--- config.mk ---
export PLATFORM = sky130hd
export DESIGN_NAME = audio_tone_seq_flat
export DESIGN_NICKNAME = d
export VERILOG_FILES = /design/src/rtl/audio_tone_seq_pkg.sv /design/src/rtl/audio_tone_seq_if.sv /design/src/rtl/audio_note_rom.sv /design/src/rtl/audio_tone_seq.sv /design/src/flat_wrapper.sv
export SDC_FILE = /design/constraint.sdc
export NUM_CORES = 1
export LEC_CHECK = 0
export CAP_MARGIN = 20
export CORE_MARGIN = 2
export CORE_UTILIZATION = 40
export CTS_CLUSTER_DIAMETER = 40
export CTS_CLUSTER_SIZE = 8
export DETAILED_ROUTE_END_ITERATION = 12
export PLACE_DENSITY = 0.57
export SETUP_SLACK_MARGIN = 0.4
export SKIP_CTS_REPAIR_TIMING = 1
export SLEW_MARGIN = 40
export SYNTH_ARGS = -nofsm -noshare
export SYNTH_HDL_FRONTEND = slang
export SYNTH_SLANG_ARGS = --single-unit
export TNS_END_PERCENT = 20
--- constraint.sdc ---
create_clock -name clk -period 3.9 [get_ports clk]
set_input_delay 0.78 -clock clk [delete_from_list [all_inputs] [get_ports clk]]
set_output_delay 0.78 -clock clk [all_outputs]
set_load 0.05 [all_outputs]
--- src/rtl/audio_tone_seq_pkg.sv ---
// -----------------------------------------------------------------------------
// audio_tone_seq_pkg
// Shared widths, note-table type and default tune for the frame-locked tone
// sequencer. Imported by the note ROM, the interface and the top level.
// -----------------------------------------------------------------------------
package audio_tone_seq_pkg;

  localparam int PWM_W   = 8;   // PWM counter, envelope and amplitude width
  localparam int HALF_W  = 16;  // note half-period width, in clk cycles
  localparam int SEQ_LEN = 16;  // steps in the sequence
  localparam int SEQ_W   = 4;   // width of a sequence index

  typedef logic [HALF_W-1:0] half_t;

  // Entry 0 is the leftmost field, so a plain concatenation lists step 0 first.
  typedef logic [0:SEQ_LEN-1][HALF_W-1:0] note_table_t;

  // C major scale up, one rest, then back down, at a 25.175 MHz pixel clock.
  // Each entry is clk / (2 * f_note); 0 marks a rest.
  localparam note_table_t NOTE_TABLE_DEFAULT = {
    16'd48112, 16'd42863, 16'd38187, 16'd36043,   // C4 D4 E4 F4
    16'd32111, 16'd28608, 16'd25487, 16'd24056,   // G4 A4 B4 C5
    16'd0,     16'd25487, 16'd28608, 16'd32111,   // rest B4 A4 G4
    16'd36043, 16'd38187, 16'd42863, 16'd48112    // F4 E4 D4 C4
  };

  // Envelope step-down that floors at zero instead of wrapping.
  function automatic logic [PWM_W-1:0] env_dec(input logic [PWM_W-1:0] env,
                                               input int step);
    if (int'(env) > step) return env - PWM_W'(step);
    return '0;
  endfunction

endpackage

--- src/rtl/audio_tone_seq_if.sv ---
// -----------------------------------------------------------------------------
// audio_tone_seq_if
// Control and status bundle of the tone sequencer.
//   en, v_sync, volume        : playback enable, active-low frame sync, level
//   audio_pwm                 : registered PWM audio bit
//   note_idx, note_start      : current sequence step, one-cycle new-note pulse
// master = the side that drives the controls; slave = the sequencer itself.
// -----------------------------------------------------------------------------
interface audio_tone_seq_if;

  logic                               en;
  logic                               v_sync;
  logic [1:0]                         volume;
  logic                               audio_pwm;
  logic [audio_tone_seq_pkg::SEQ_W-1:0] note_idx;
  logic                               note_start;

  modport master (output en, v_sync, volume,
                  input  audio_pwm, note_idx, note_start);

  modport slave  (input  en, v_sync, volume,
                  output audio_pwm, note_idx, note_start);

endinterface

--- src/rtl/audio_note_rom.sv ---
// -----------------------------------------------------------------------------
// audio_note_rom
// Combinational lookup from sequence step to note half-period.
//   i_idx  : sequence step
//   o_half : half-period in clk cycles (0 = rest)
// -----------------------------------------------------------------------------
module audio_note_rom
  import audio_tone_seq_pkg::*;
#(
  parameter note_table_t TABLE = NOTE_TABLE_DEFAULT
) (
  input  logic [SEQ_W-1:0] i_idx,
  output half_t            o_half
);

  always_comb o_half = TABLE[i_idx];

endmodule

--- src/rtl/audio_tone_seq.sv ---
// -----------------------------------------------------------------------------
// audio_tone_seq
// Frame-locked square-wave tune player with a decaying envelope and 8-bit PWM
// output. Each note lasts NOTE_FRAMES video frames; the envelope drops by
// ENV_STEP per frame and restarts at full scale on every new note.
//   clk  : pixel clock, all logic on its rising edge
//   rst  : synchronous active-high reset
//   bus  : slave side of audio_tone_seq_if (en, v_sync, volume in;
//          audio_pwm, note_idx, note_start out)
// -----------------------------------------------------------------------------
module audio_tone_seq
  import audio_tone_seq_pkg::*;
#(
  parameter int          NOTE_FRAMES = 15,
  parameter int          ENV_STEP    = 16,
  parameter note_table_t NOTE_TABLE  = NOTE_TABLE_DEFAULT
) (
  input logic              clk,
  input logic              rst,
  audio_tone_seq_if.slave  bus
);

  localparam int                 FRAME_W    = (NOTE_FRAMES > 1) ? $clog2(NOTE_FRAMES) : 1;
  localparam logic [FRAME_W-1:0] FRAME_LAST = FRAME_W'(NOTE_FRAMES - 1);

  logic               r_vsync;
  logic [FRAME_W-1:0] r_frame_cnt;
  logic [SEQ_W-1:0]   r_note_idx;
  logic               r_note_start;
  half_t              r_tone_cnt;
  logic               r_sq;
  logic [PWM_W-1:0]   r_env;
  logic [PWM_W-1:0]   r_pwm_cnt;
  logic               r_audio_pwm;

  half_t              w_half;
  logic               w_frame_tick;
  logic               w_tick_en;
  logic               w_note_adv;
  logic               w_tone_wrap;
  logic [PWM_W-1:0]   w_amp;
  logic               w_pwm_bit;

  audio_note_rom #(
    .TABLE (NOTE_TABLE)
  ) u_note_rom (
    .i_idx  (r_note_idx),
    .o_half (w_half)
  );

  always_comb begin
    // NOTE: every output gets a value before any branch, so no path through
    // this block can leave one unassigned and infer a latch.
    w_frame_tick = 1'b0;
    w_tick_en    = 1'b0;
    w_note_adv   = 1'b0;
    w_tone_wrap  = 1'b0;
    w_amp        = '0;
    w_pwm_bit    = 1'b0;

    // Falling edge of the active-low sync: previous sample high, current low.
    w_frame_tick = r_vsync & ~bus.v_sync;
    // A tick that lands while playback is off is dropped, not deferred.
    w_tick_en    = w_frame_tick & bus.en;
    w_note_adv   = w_tick_en & (r_frame_cnt == FRAME_LAST);
    w_tone_wrap  = (r_tone_cnt == w_half - 16'd1);

    if (r_sq) w_amp = r_env >> (2'd3 - bus.volume);

    // Gating with en silences the output one cycle after en drops, before
    // the square wave itself has been cleared.
    w_pwm_bit = bus.en & (r_pwm_cnt < w_amp);
  end

  always_ff @(posedge clk) begin
    // NOTE: non-blocking assignments make every register here sample the
    // pre-edge values, independent of statement order.
    if (rst) begin
      r_vsync      <= 1'b1;
      r_frame_cnt  <= '0;
      r_note_idx   <= '0;
      r_note_start <= 1'b0;
      r_tone_cnt   <= '0;
      r_sq         <= 1'b0;
      r_env        <= '1;
      r_pwm_cnt    <= '0;
      r_audio_pwm  <= 1'b0;
    end else begin
      r_vsync      <= bus.v_sync;
      r_pwm_cnt    <= r_pwm_cnt + PWM_W'(1);
      r_audio_pwm  <= w_pwm_bit;
      // Registered so the pulse lines up with the cycle note_idx changes.
      r_note_start <= w_note_adv;

      if (w_tick_en) r_frame_cnt <= w_note_adv ? '0 : r_frame_cnt + FRAME_W'(1);
      if (w_note_adv) r_note_idx <= r_note_idx + SEQ_W'(1);

      // The frame that starts a note reloads the envelope instead of decaying it.
      if (w_note_adv)     r_env <= '1;
      else if (w_tick_en) r_env <= env_dec(r_env, ENV_STEP);

      // A new note, a rest or paused playback all park the oscillator at 0,
      // so every note begins from the same phase.
      if (w_note_adv || !bus.en || (w_half == '0)) begin
        r_tone_cnt <= '0;
        r_sq       <= 1'b0;
      end else if (w_tone_wrap) begin
        r_tone_cnt <= '0;
        r_sq       <= ~r_sq;
      end else begin
        r_tone_cnt <= r_tone_cnt + 16'd1;
      end
    end
  end

  assign bus.audio_pwm  = r_audio_pwm;
  assign bus.note_idx   = r_note_idx;
  assign bus.note_start = r_note_start;

endmodule

--- src/flat_wrapper.sv ---
// flat-port wrapper written by rule: the top's interface ports become plain ports
module audio_tone_seq_flat import audio_tone_seq_pkg::*;
#(
  parameter int          NOTE_FRAMES = 15,
  parameter int          ENV_STEP    = 16,
  parameter note_table_t NOTE_TABLE  = NOTE_TABLE_DEFAULT
)
  (clk, rst, bus_en, bus_v_sync, bus_volume, bus_audio_pwm, bus_note_idx, bus_note_start);
  audio_tone_seq_if bus_i ();
  input logic clk;
  input logic rst;
  input wire logic [$bits(bus_i.en)-1:0] bus_en;
  input wire logic [$bits(bus_i.v_sync)-1:0] bus_v_sync;
  input wire logic [$bits(bus_i.volume)-1:0] bus_volume;
  output wire logic [$bits(bus_i.audio_pwm)-1:0] bus_audio_pwm;
  output wire logic [$bits(bus_i.note_idx)-1:0] bus_note_idx;
  output wire logic [$bits(bus_i.note_start)-1:0] bus_note_start;
  assign bus_i.en = bus_en;
  assign bus_i.v_sync = bus_v_sync;
  assign bus_i.volume = bus_volume;
  assign bus_audio_pwm = bus_i.audio_pwm;
  assign bus_note_idx = bus_i.note_idx;
  assign bus_note_start = bus_i.note_start;
  audio_tone_seq #(.NOTE_FRAMES(NOTE_FRAMES), .ENV_STEP(ENV_STEP), .NOTE_TABLE(NOTE_TABLE)) u_core (.clk(clk), .rst(rst), .bus(bus_i));
endmodule
==> flow_summary.json, run 1 <==
{
  "status": "finished clean",
  "avgSynthCellArea_sq_um": 8.62,
  "clock_skew_ps": 12.3,
  "critPathKind": "register to register",
  "seq_area_frac_synth": 0.270,
  "ff2ff_path_depth": 12,
  "num_antenna_cells": 0,
  "insertion_delay_ps": 300,
  "dpl-instance-area_sq_um": 3220,
  "viasPerCell": 5.18,
  "period_minus_slack_ps": 3320,
  "io_pins": 12,
  "grt_setup_unrepaired": "false",
  "drive_above_1_share": 0.174,
  "portBuffers": 11,
  "yosysUniqueCellTypes": 63,
  "drt_first_pass_iters": 4,
  "dp_hpwl_um": 4470,
  "drtAntennaViolNets": 0,
  "cts_tree": "built",
  "tightestPinTransition_ps": 607,
  "startpoint_type": "register",
  "final_nets": 395,
  "postRouteWirelength_um": 6270,
  "ys_warn_count": 0,
  "drt_iter0_markers": 79,
  "grt_overflow": 0,
  "arrival_ps": 3510,
  "core_sq_um": 7290,
  "yosys_register_bits": 41,
  "max_stage_delay_ps": 550,
  "wl_per_cell_um": 13.4,
  "vias": 2418,
  "timing.rr.start": "u_core.bus.note_idx[1]",
  "slew_violations": 0,
  "initial_core_util": 0.416,
  "area.growth.synth_to_final_pct": 14.0,
  "reg2reg_slack_ps": 580,
  "place.gp.congestion": 0.788,
  "grt_pass1_wl_um": 10500,
  "cp_cell_sequence": "clkinvlp_4, buf_4, ha_2, or2_2, mux4_1, o21bai_1, xnor2_1, nor4_2, o2111ai_2, o21ai_2, buf_6, nor2_2",
  "worstReg2RegEnd": "u_core.r_tone_cnt[2]",
  "min_path_cells": 1,
  "dieArea_sq_um": 8300,
  "cp_max_fo": 12,
  "maxSlewHeadroom": 0.594,
  "synthArstFlopShare": 0,
  "grt_pass1_vias": 2147,
  "clock-sinks": 41,
  "stdcell_area_sq_um": 3460,
  "endpoint_kind": "register",
  "postSynthNetCount": 380,
  "rows": 31,
  "cts-buffers-inserted": 5,
  "hold_start": "u_core.r_pwm_cnt[0]",
  "cts_buffer_depth": 2,
  "clk_pin_slew_ps": 80,
  "hold_end": "u_core.r_pwm_cnt[0]",
  "hold_ws_ps": 467,
  "finalHoldViolCount": 0,
  "fmax_mhz": 301,
  "grt_max_degree": 21,
  "htree_levels": 2,
  "peakVddDrop_uv": 111,
  "synth_cells": 352,
  "slowest_stage": "mux4_1",
  "cts_root_buf": "clkbuf_8",
  "critical_path_required_ps": 4090,
  "design_power_total_uw": 772,
  "p_leak_uw": 0.00121,
  "die_y_um": 91.1,
  "fin_tns_setup_ps": 0,
  "antenna_found_initial": 0,
  "min_period_over_period": 0.851,
  "synth-edff-count": 0,
  "critPathTopFamily": "compound AO/OA/AOI/OAI gates",
  "drv_cap": 0,
  "ys.flop_type": "dfxtp_1",
  "p_per_area_nw_per_um2": 223,
  "hp-class": "register to register",
  "finish.utilization": 0.475,
  "critPathBufInv": 3,
  "die_w_um": 91.1,
  "syn-cell-area_sq_um": 3040,
  "grt_util_all_layers": 0.153,
  "setup_viol": 0,
  "drc": 0
}
[worst max path at each step]
| stage | from | endpoint | slack, ps | cells past startpoint |
|---|---|---|---|---|
| after floorplan | u_core.bus.note_idx[1] | u_core.r_tone_cnt[14] | 440 | 12 |
| after CTS | u_core.bus.note_idx[1] | u_core.r_tone_cnt[8] | 260 | 11 |
| final | u_core.bus.note_idx[1] | u_core.r_tone_cnt[2] | 580 | 12 |
| after detailed placement | u_core.bus.note_idx[1] | u_core.r_tone_cnt[8] | 280 | 11 |
| after global placement | u_core.bus.note_idx[1] | u_core.r_tone_cnt[8] | 310 | 11 |
| after global routing | u_core.bus.note_idx[2] | u_core.r_tone_cnt[2] | 380 | 11 |
[through the flow]
step	setup slack, ps	std cells
floorplan	435	352
global placement	306	451
detailed placement	276	451
CTS	261	459
global route	377	467
finish	582	467
[power breakdown]
part | internal, uW | total [uW] | switching (uW)
Clock | 124 | 284 | 159
Combinational | 26.5 | 55.1 | 28.7
Sequential | 425 | 433 | 8.53
[cell type report]
cell class	instances	area (sq um)
well taps	99	124
flip-flops and latches	41	830
repair buffers	24	215
inverters	15	63.8
multi-input cells	280	2140
clock buffers	5	68.8
fillers	743	3830
clock inverters	3	16.3
[logic make-up (layout without fill, tap and decap cells)]
kind of cell | count (synthesis) | after routing | synth area share
compound gates | 56 | 56 | 0.139
xor+xnor | 44 | 44 | 0.127
fa+ha+maj | 23 | 23 | 0.0940
buf+inv | 31 | 47 | 0.0499
flops | 41 | 41 | 0.270
mux | 12 | 12 | 0.0680
simple gates | 145 | 145 | 0.251
[metal layers]
metal | wire, um | vias to the layer above | GRT usage | share of wire
met5 | 0 | - | 0 | 0
met4 | 63 | 0 | 0.0379 | 0.010
met3 | 143 | 7 | 0.0299 | 0.023
met2 | 2690 | 30 | 0.227 | 0.43
met1 | 3370 | 1109 | 0.225 | 0.54
li1 | - | 1272 | - | -
[cell usage in the layout (no fill, tap or decap), drive strengths merged, types with 5 or more instances in the layout]
master and n:
dfxtp 41, and3 6, or3b 5, a21oi 7, xor2 17, nor3 6, nand2 21, buf 13
clkbuf 5, xnor2 27, nand3 19, nand2b 5, clkdlybuf4s50 11, ha 22, o21ai 14, nor2b 5
inv 13, nand4 6, nor2 47, mux4 6
[state kept, by name, summed over array words and instances (netlist names)]
register	cells
u_core.r_env	5
u_core.r_vsync	1
u_core.bus.audio_pwm	1
u_core.r_sq	1
u_core.bus.note_idx	4
u_core.r_tone_cnt	16
u_core.r_frame_cnt	4
u_core.bus.note_start	1
u_core.r_pwm_cnt	8
[synth_stat cells (all sizes together), types with 3 or more instances]
cell type   n  area share
nor2       47       0.066
dfxtp      41        0.27
xnor2      27       0.078
ha         22       0.091
nand2      21       0.026
nand3      19       0.031
xor2       17       0.049
inv        14       0.017
o21ai      14       0.024
buf         8       0.021
clkbuf      8      0.0099
a21oi       7       0.012
and3        6       0.012
mux4        6       0.047
nand4       6       0.012
nor3        6      0.0099
nand2b      5       0.010
nor2b       5       0.010
or3b        5       0.015
a21boi      4      0.0099
nand3b      4      0.0099
o211ai      4       0.012
or2         4      0.0082
or3         4      0.0082
a31oi       3      0.0062
and2        3      0.0062
mux2        3       0.011
mux2i       3      0.0099
nor4        3      0.0062
o21bai      3      0.0074
o221ai      3       0.011
Note: power is estimated with default switching activity, not from simulation.
==> run 2: changes to the inputs <==
--- a/config.mk
+++ b/config.mk
@@ -5,7 +5,7 @@
 export SDC_FILE = /design/constraint.sdc
 export NUM_CORES = 1
 export LEC_CHECK = 0
-export CAP_MARGIN = 20
+export CAP_MARGIN = 30
 export CORE_MARGIN = 2
 export CORE_UTILIZATION = 40
 export CTS_CLUSTER_DIAMETER = 40
==> results of run 2 <==
The final DEF is identical to that of run 1; final timing and power are the same.
